### src/rtl/fp_pkg.sv
// Shared IEEE-754 single-precision constants, value classes and pipeline payloads.
// Guard/sticky payload fields exist only when FP_TO_INT_ROUND_NEAREST_EN is defined.
package fp_pkg;

    localparam int FP_EXP_W   = 8;
    localparam int FP_FRAC_W  = 23;
    localparam int FP_BIAS    = 127;
    localparam int FP_EXP_MAX = 255;

    typedef enum logic [1:0] {
        FP_ZERO,
        FP_NORMAL,
        FP_INF,
        FP_NAN
    } fp_class_e;

    // Unpacked operand: exp is unbiased and only meaningful for FP_NORMAL.
    typedef struct packed {
        logic                     sign;
        fp_class_e                cls;
        logic [FP_FRAC_W:0]       mant;
        logic signed [FP_EXP_W:0] exp;
    } fp_s1_t;

    typedef struct packed {
        logic      sign;
        fp_class_e cls;
        logic      ovf;
        logic      inexact;
`ifdef FP_TO_INT_ROUND_NEAREST_EN
        logic      guard;
        logic      sticky;
`endif
    } fp_s2_t;

endpackage

### src/rtl/fp_classify.sv
// Combinational unpack/classify of a single-precision word; denormals flush to zero.
module fp_classify
    import fp_pkg::*;
(
    input  logic                     data_i_unused_guard,
    input  logic [31:0]              data_i,
    output logic                     sign_o,
    output logic [1:0]               cls_o,
    output logic [FP_FRAC_W:0]       mant_o,
    output logic signed [FP_EXP_W:0] exp_o
);

    localparam logic signed [FP_EXP_W:0] BIAS_S = (FP_EXP_W + 1)'(FP_BIAS);
    localparam logic [FP_EXP_W-1:0]      EXP_ALL1 = FP_EXP_W'(FP_EXP_MAX);

    logic [FP_EXP_W-1:0]  exp_raw;
    logic [FP_FRAC_W-1:0] frac;

    assign exp_raw = data_i[30:23];
    assign frac    = data_i[22:0];
    assign sign_o  = data_i[31] | (data_i_unused_guard & 1'b0);
    assign mant_o  = {1'b1, frac};
    assign exp_o   = $signed({1'b0, exp_raw}) - BIAS_S;

    always_comb begin
        if (exp_raw == EXP_ALL1) begin
            cls_o = (frac != '0) ? FP_NAN : FP_INF;
        end else if (exp_raw == '0) begin
            cls_o = FP_ZERO;
        end else begin
            cls_o = FP_NORMAL;
        end
    end

endmodule

### src/rtl/fp_to_int.sv
// Three-stage float-to-signed-integer converter with global-stall valid/ready flow.
// Optional build macro FP_TO_INT_ROUND_NEAREST_EN: round to nearest-even instead of truncating.
module fp_to_int
    import fp_pkg::*;
#(
    parameter int OUT_W = 32
) (
    input  logic             clk,
    input  logic             rst,
    input  logic             in_valid,
    output logic             in_ready,
    input  logic [31:0]      in_data,
    output logic             out_valid,
    input  logic             out_ready,
    output logic [OUT_W-1:0] out_data,
    output logic             out_invalid,
    output logic             out_inexact
);

    localparam int SHW   = $clog2(OUT_W);
    localparam int WIN_W = OUT_W + 47;
    localparam logic signed [FP_EXP_W:0] E_TOP = (FP_EXP_W + 1)'(OUT_W - 1);
    localparam logic signed [FP_EXP_W:0] E_M1  = '1;

    logic                     advance;
    logic                     vld_p1_q, vld_p2_q, vld_p3_q;
    fp_s1_t                   s1_d, s1_p1_q;
    fp_s2_t                   s2_d, s2_p2_q;
    logic [OUT_W-1:0]         mag_d, mag_p2_q;
    logic signed [OUT_W-1:0]  data_d, data_p3_q;
    logic                     inv_d, inv_p3_q, inx_d, inx_p3_q;

    logic                     sign_w;
    logic [1:0]               cls_w;
    logic [FP_FRAC_W:0]       mant_w;
    logic signed [FP_EXP_W:0] exp_w;
    logic signed [FP_EXP_W:0] e;
    logic [SHW-1:0]           sh;
    logic [WIN_W-1:0]         win;
    logic [OUT_W:0]           mag_r;

    assign advance  = ~vld_p3_q | out_ready;
    assign in_ready = advance;

    function automatic logic signed [OUT_W-1:0] sat_limit(input logic neg);
        sat_limit = neg ? {1'b1, {(OUT_W-1){1'b0}}} : {1'b0, {(OUT_W-1){1'b1}}};
    endfunction

`ifdef FP_TO_INT_ROUND_NEAREST_EN
    function automatic logic [OUT_W:0] round_rne(input logic [OUT_W-1:0] mag,
                                                 input logic guard, input logic sticky);
        round_rne = {1'b0, mag} + (OUT_W + 1)'(guard & (sticky | mag[0]));
    endfunction
`endif

    // Stage 1: unpack and classify
    fp_classify u_classify (
        .data_i_unused_guard (1'b0),
        .data_i              (in_data),
        .sign_o              (sign_w),
        .cls_o               (cls_w),
        .mant_o              (mant_w),
        .exp_o               (exp_w)
    );

    always_comb begin
        s1_d.sign = sign_w;
        s1_d.cls  = fp_class_e'(cls_w);
        s1_d.mant = mant_w;
        s1_d.exp  = exp_w;
    end

    // Stage 2: align the significand; the window keeps 47 fraction bits below the integer part
    always_comb begin
        e   = $signed(s1_p1_q.exp);
        sh  = e[SHW-1:0];
        win = {{(OUT_W-1){1'b0}}, s1_p1_q.mant, 24'b0} << sh;

        s2_d.sign    = s1_p1_q.sign;
        s2_d.cls     = s1_p1_q.cls;
        s2_d.ovf     = 1'b0;
        s2_d.inexact = 1'b0;
`ifdef FP_TO_INT_ROUND_NEAREST_EN
        s2_d.guard   = 1'b0;
        s2_d.sticky  = 1'b0;
`endif
        mag_d        = '0;
        if (s1_p1_q.cls == FP_NORMAL) begin
            if (e[FP_EXP_W]) begin
                s2_d.inexact = 1'b1;
`ifdef FP_TO_INT_ROUND_NEAREST_EN
                s2_d.guard   = (e == E_M1);
                s2_d.sticky  = (e != E_M1) | (|s1_p1_q.mant[FP_FRAC_W-1:0]);
`endif
            end else if ((e > E_TOP) ||
                         ((e == E_TOP) && !(s1_p1_q.sign && (s1_p1_q.mant[FP_FRAC_W-1:0] == '0)))) begin
                // -2^(OUT_W-1) exactly is the only representable value at this exponent
                s2_d.ovf = 1'b1;
            end else begin
                mag_d        = win[WIN_W-1:47];
                s2_d.inexact = |win[46:0];
`ifdef FP_TO_INT_ROUND_NEAREST_EN
                s2_d.guard   = win[46];
                s2_d.sticky  = |win[45:0];
`endif
            end
        end
    end

    // Stage 3: round, apply sign, saturate
    always_comb begin
`ifdef FP_TO_INT_ROUND_NEAREST_EN
        mag_r = round_rne(mag_p2_q, s2_p2_q.guard, s2_p2_q.sticky);
`else
        mag_r = {1'b0, mag_p2_q};
`endif
        data_d = '0;
        inv_d  = 1'b0;
        inx_d  = s2_p2_q.inexact;
        case (s2_p2_q.cls)
            FP_NAN: begin
                data_d = sat_limit(1'b0);
                inv_d  = 1'b1;
                inx_d  = 1'b0;
            end
            FP_INF: begin
                data_d = sat_limit(s2_p2_q.sign);
                inv_d  = 1'b1;
                inx_d  = 1'b0;
            end
            FP_ZERO: begin
                inx_d = 1'b0;
            end
            default: begin
                if (s2_p2_q.ovf || (!s2_p2_q.sign && (mag_r[OUT_W] | mag_r[OUT_W-1]))) begin
                    data_d = sat_limit(s2_p2_q.sign);
                    inv_d  = 1'b1;
                    inx_d  = 1'b0;
                end else if (s2_p2_q.sign) begin
                    data_d = -$signed(mag_r[OUT_W-1:0]);
                end else begin
                    data_d = $signed(mag_r[OUT_W-1:0]);
                end
            end
        endcase
    end

    always_ff @(posedge clk or posedge rst) begin
        if (rst) begin
            vld_p1_q <= 1'b0;
            vld_p2_q <= 1'b0;
            vld_p3_q <= 1'b0;
        end else if (advance) begin
            vld_p1_q <= in_valid;
            vld_p2_q <= vld_p1_q;
            vld_p3_q <= vld_p2_q;
        end
    end

    always_ff @(posedge clk) begin
        if (advance) begin
            s1_p1_q   <= s1_d;
            s2_p2_q   <= s2_d;
            mag_p2_q  <= mag_d;
            data_p3_q <= data_d;
            inv_p3_q  <= inv_d;
            inx_p3_q  <= inx_d;
        end
    end

    // Data registers are not reset; the valid bit masks them at the port
    assign out_valid   = vld_p3_q;
    assign out_data    = vld_p3_q ? data_p3_q : '0;
    assign out_invalid = vld_p3_q & inv_p3_q;
    assign out_inexact = vld_p3_q & inx_p3_q;

endmodule

### config.mk
export PLATFORM = sky130hd
export DESIGN_NAME = fp_to_int
export DESIGN_NICKNAME = d
export VERILOG_FILES = /design/src/rtl/fp_pkg.sv /design/src/rtl/fp_classify.sv /design/src/rtl/fp_to_int.sv
export SDC_FILE = /design/constraint.sdc
export NUM_CORES = 1
export LEC_CHECK = 0
export BUFFER_PORTS_ARGS = -buffer_cell sky130_fd_sc_hd__buf_2
export CELL_PAD_IN_SITES_DETAIL_PLACEMENT = 1
export CELL_PAD_IN_SITES_GLOBAL_PLACEMENT = 2
export CORE_MARGIN = 4
export CORE_UTILIZATION = 39
export DETAILED_ROUTE_END_ITERATION = 8
export GPL_ROUTABILITY_DRIVEN = 0
export HOLD_SLACK_MARGIN = 0.15
export PLACE_DENSITY_LB_ADDON = 0.1
export SKIP_LAST_GASP = 1
export SYNTH_ARGS = -nofsm -noshare
export SYNTH_HDL_FRONTEND = slang
export SYNTH_SLANG_ARGS = --single-unit
### constraint.sdc
create_clock -name clk -period 4.97 [get_ports clk]
set_input_delay 0.994 -clock clk [delete_from_list [all_inputs] [get_ports clk]]
set_output_delay 0.994 -clock clk [all_outputs]
set_load 0.02 [all_outputs]
==> out/results.ini <==
[global_routing]
grt_overflow=0
grt_pass1_wl_mm=28.7
antenna_found_initial=0
grt_max_degree=80
grt_pass1_vias=5305
grtUsageTotal=0.182

[clocking]
clock_sinks=109
ctsRootBufferMaster=clkbuf_16
insertion_delay_ps=360
ctsResizeCount=0
cts_buffers=9
postCtsSetupRepairBufs=0
htree_levels=3
clk_pin_slew_ps=70
cts_tree=yes
holdBufCountCts=0
ctsLongestPathBuffers=2

[drt]
drt_iter0_drc=356
wl_mm=17.4
drt.antenna.violating_nets=0
wl_per_cell_um=18.8
drc=0
vias=5189
drt-pass1-iter-count=4
vias_per_cell=5.62

[power_and_ir_drop]
power.switching_w=0.00128
power.density_nw_per_um2=453
p_sw_frac=0.371
combPwrFrac=0.378
pwr-share-clk=0.208
seq_power_share=0.414
intPower_w=0.00217
leakagePower_nw=2.75
ir_drop_uv=184

[cells_and_area]
layout_commonest_cell=edfxtp_1
finish.utilization=0.444
drive_above_1_share=0.183
antenna_cells=0
final_nets=733
mostFrequentLayoutCells=106 x edfxtp_1, 71 x buf_2, 67 x nor2_1
areaGrowthSynthToFinish_pct=12.1

[synthesis]
synth_area_per_cell_um2=10.5
ys_seq_area_frac=0.479
syn-num-nets=685
synth_cells=646
synth_edf_count=106
async_reset_ff_frac=0.0275
syn_area_um2=6800
ys_types=64
yosysWarnings=0
synth_flop_cell=edfxtp_1
ys_seq_elements=109

[place]
dp_hpwl_mm=13.4
port_buffers=71

[setup_path]
end_kind=flip-flop
cp_slowest_cell=edfxtp_1
worstPathRequired_ps=5060
crit_path_start_kind=flip-flop
crit_family=multiplexers
reg2regPathDepth=6
worstSetupPathType=reg -> reg
cp_max_fo=20
crit_chain=mux4_1 > mux2_2 > or4_1 > a22o_1 > nor4_2 > o221ai_1
crit_cells=6
critPathBufInv=0
slowest_delay_ps=900
arrival_ps=3480

[floorplan]
start_util=0.396
core-area_um2=17200
io_pins=72
die_area_um2=19600
die_w_um=140
std_cell_rows=48
fp.dieH_um=140

[timing]
finalCritPeriodShare=0.682
setup_viol=0
fin_tns_setup_ps=0
hold_viol_final=0
fmax_mhz=295
final.setup_skew_ps=8.94
finalWorstPathRequiredPeriod_ps=3390
rsz0062_at_grt=false
maxSlewViolCount=0
relSlewSlack=0.302
worstMarginPinSlew_ps=1050

[run_status]
outcome=finished, final reports clean

[run]
max_cap_violations=0

[min_path]
holdPathStages=0
hold_path.class=reg -> reg

[sequential cells by signal, summed over array words and instances (netlist names)]
signal and cells:
data_p3_q 32, e 9, inv_p3_q 1, inx_p3_q 1
mag_p2_q 32, out_valid 1, s1_p1_q 26, s2_p2_q 5
vld_p1_q 1, vld_p2_q 1
[cell usage after synthesis, types with 9 or more instances]
master	number	area share
edfxtp_1	106	0.47
nor2_1	67	0.037
nand2_1	46	0.025
a21oi_1	42	0.031
and2_1	38	0.035
clkbuf_1	31	0.017
o21ai_1	24	0.018
mux4_2	20	0.066
mux2i_1	19	0.028
nor4_1	15	0.014
inv_1	14	0.0077
nor2b_1	12	0.011
nor3_1	12	0.0088
o21ai_0	12	0.0088
xnor2_1	12	0.015
nand3_1	11	0.0081
nand2b_1	10	0.0092
nand4_1	10	0.0092
mux2_2	9	0.015
[power by group through the flow]
stage / clock, W / combinational, W / sequential, W
6_report: 0.000718 / 0.00130 / 0.00143
5_1_grt: 0.000784 / 0.00144 / 0.00146
4_1_cts: 0.000741 / 0.00132 / 0.00143
3_5_place_dp: 0 / 0.00131 / 0.00145
3_3_place_gp: 0 / 0.00130 / 0.00144
2_1_floorplan: 0 / 0.00100 / 0.00138
[routing by layer]
metal	track usage	routed length (um)
met1	0.228	7460
met2	0.322	8910
met3	0.0297	682
met4	0.0576	349
met5	0	0
[cell families (layout without fill, tap and decap cells)]
family | count (synthesis) | after routing | share of synthesized area
AO/OA/AOI/OAI | 152 | 152 | 0.141
multiplexers | 55 | 55 | 0.123
adder cells (fa/ha/maj) | 3 | 3 | 0.00552
buffers and inverters | 58 | 111 | 0.0344
XOR/XNOR | 18 | 18 | 0.0232
AND/OR/NAND/NOR | 251 | 251 | 0.194
flip-flops | 109 | 109 | 0.479
[worst paths after layout]
check / start / end / slack (ps)
setup reg to reg: e[0] / s2_p2_q[0] / 1580
setup / recovery: e[0] / s2_p2_q[0] / 1580
max in group asynchronous: rst / out_valid / 4350
hold / removal: s1_p1_q[34] / s2_p2_q[3] / 450
hold reg to reg: s1_p1_q[34] / s2_p2_q[3] / 450
min in group asynchronous: rst / vld_p2_q / 490
[final cells by class]
class / count / area [um2]
fillers: 1894 / 9550
flip-flops and latches: 109 / 3260
multi-input cells: 479 / 3320
clock buffers: 11 / 233
clock inverters: 5 / 58.8
inverters: 16 / 60.1
repair buffers: 79 / 415
well taps: 225 / 282
[per-stage QoR]
step	setup slack (ps)	cells	hold slack, ps	power [W]	instance area (um2)
CTS	1520	924	450	0.00349	7620
floorplan	209	646	417	0.00238	6800
detailed placement	1530	908	429	0.00277	7330
finish	1580	924	446	0.00345	7620
global route	1370	924	464	0.00369	7620
global placement	1610	908	429	0.00274	7330
(Power assumes the default switching activity.)
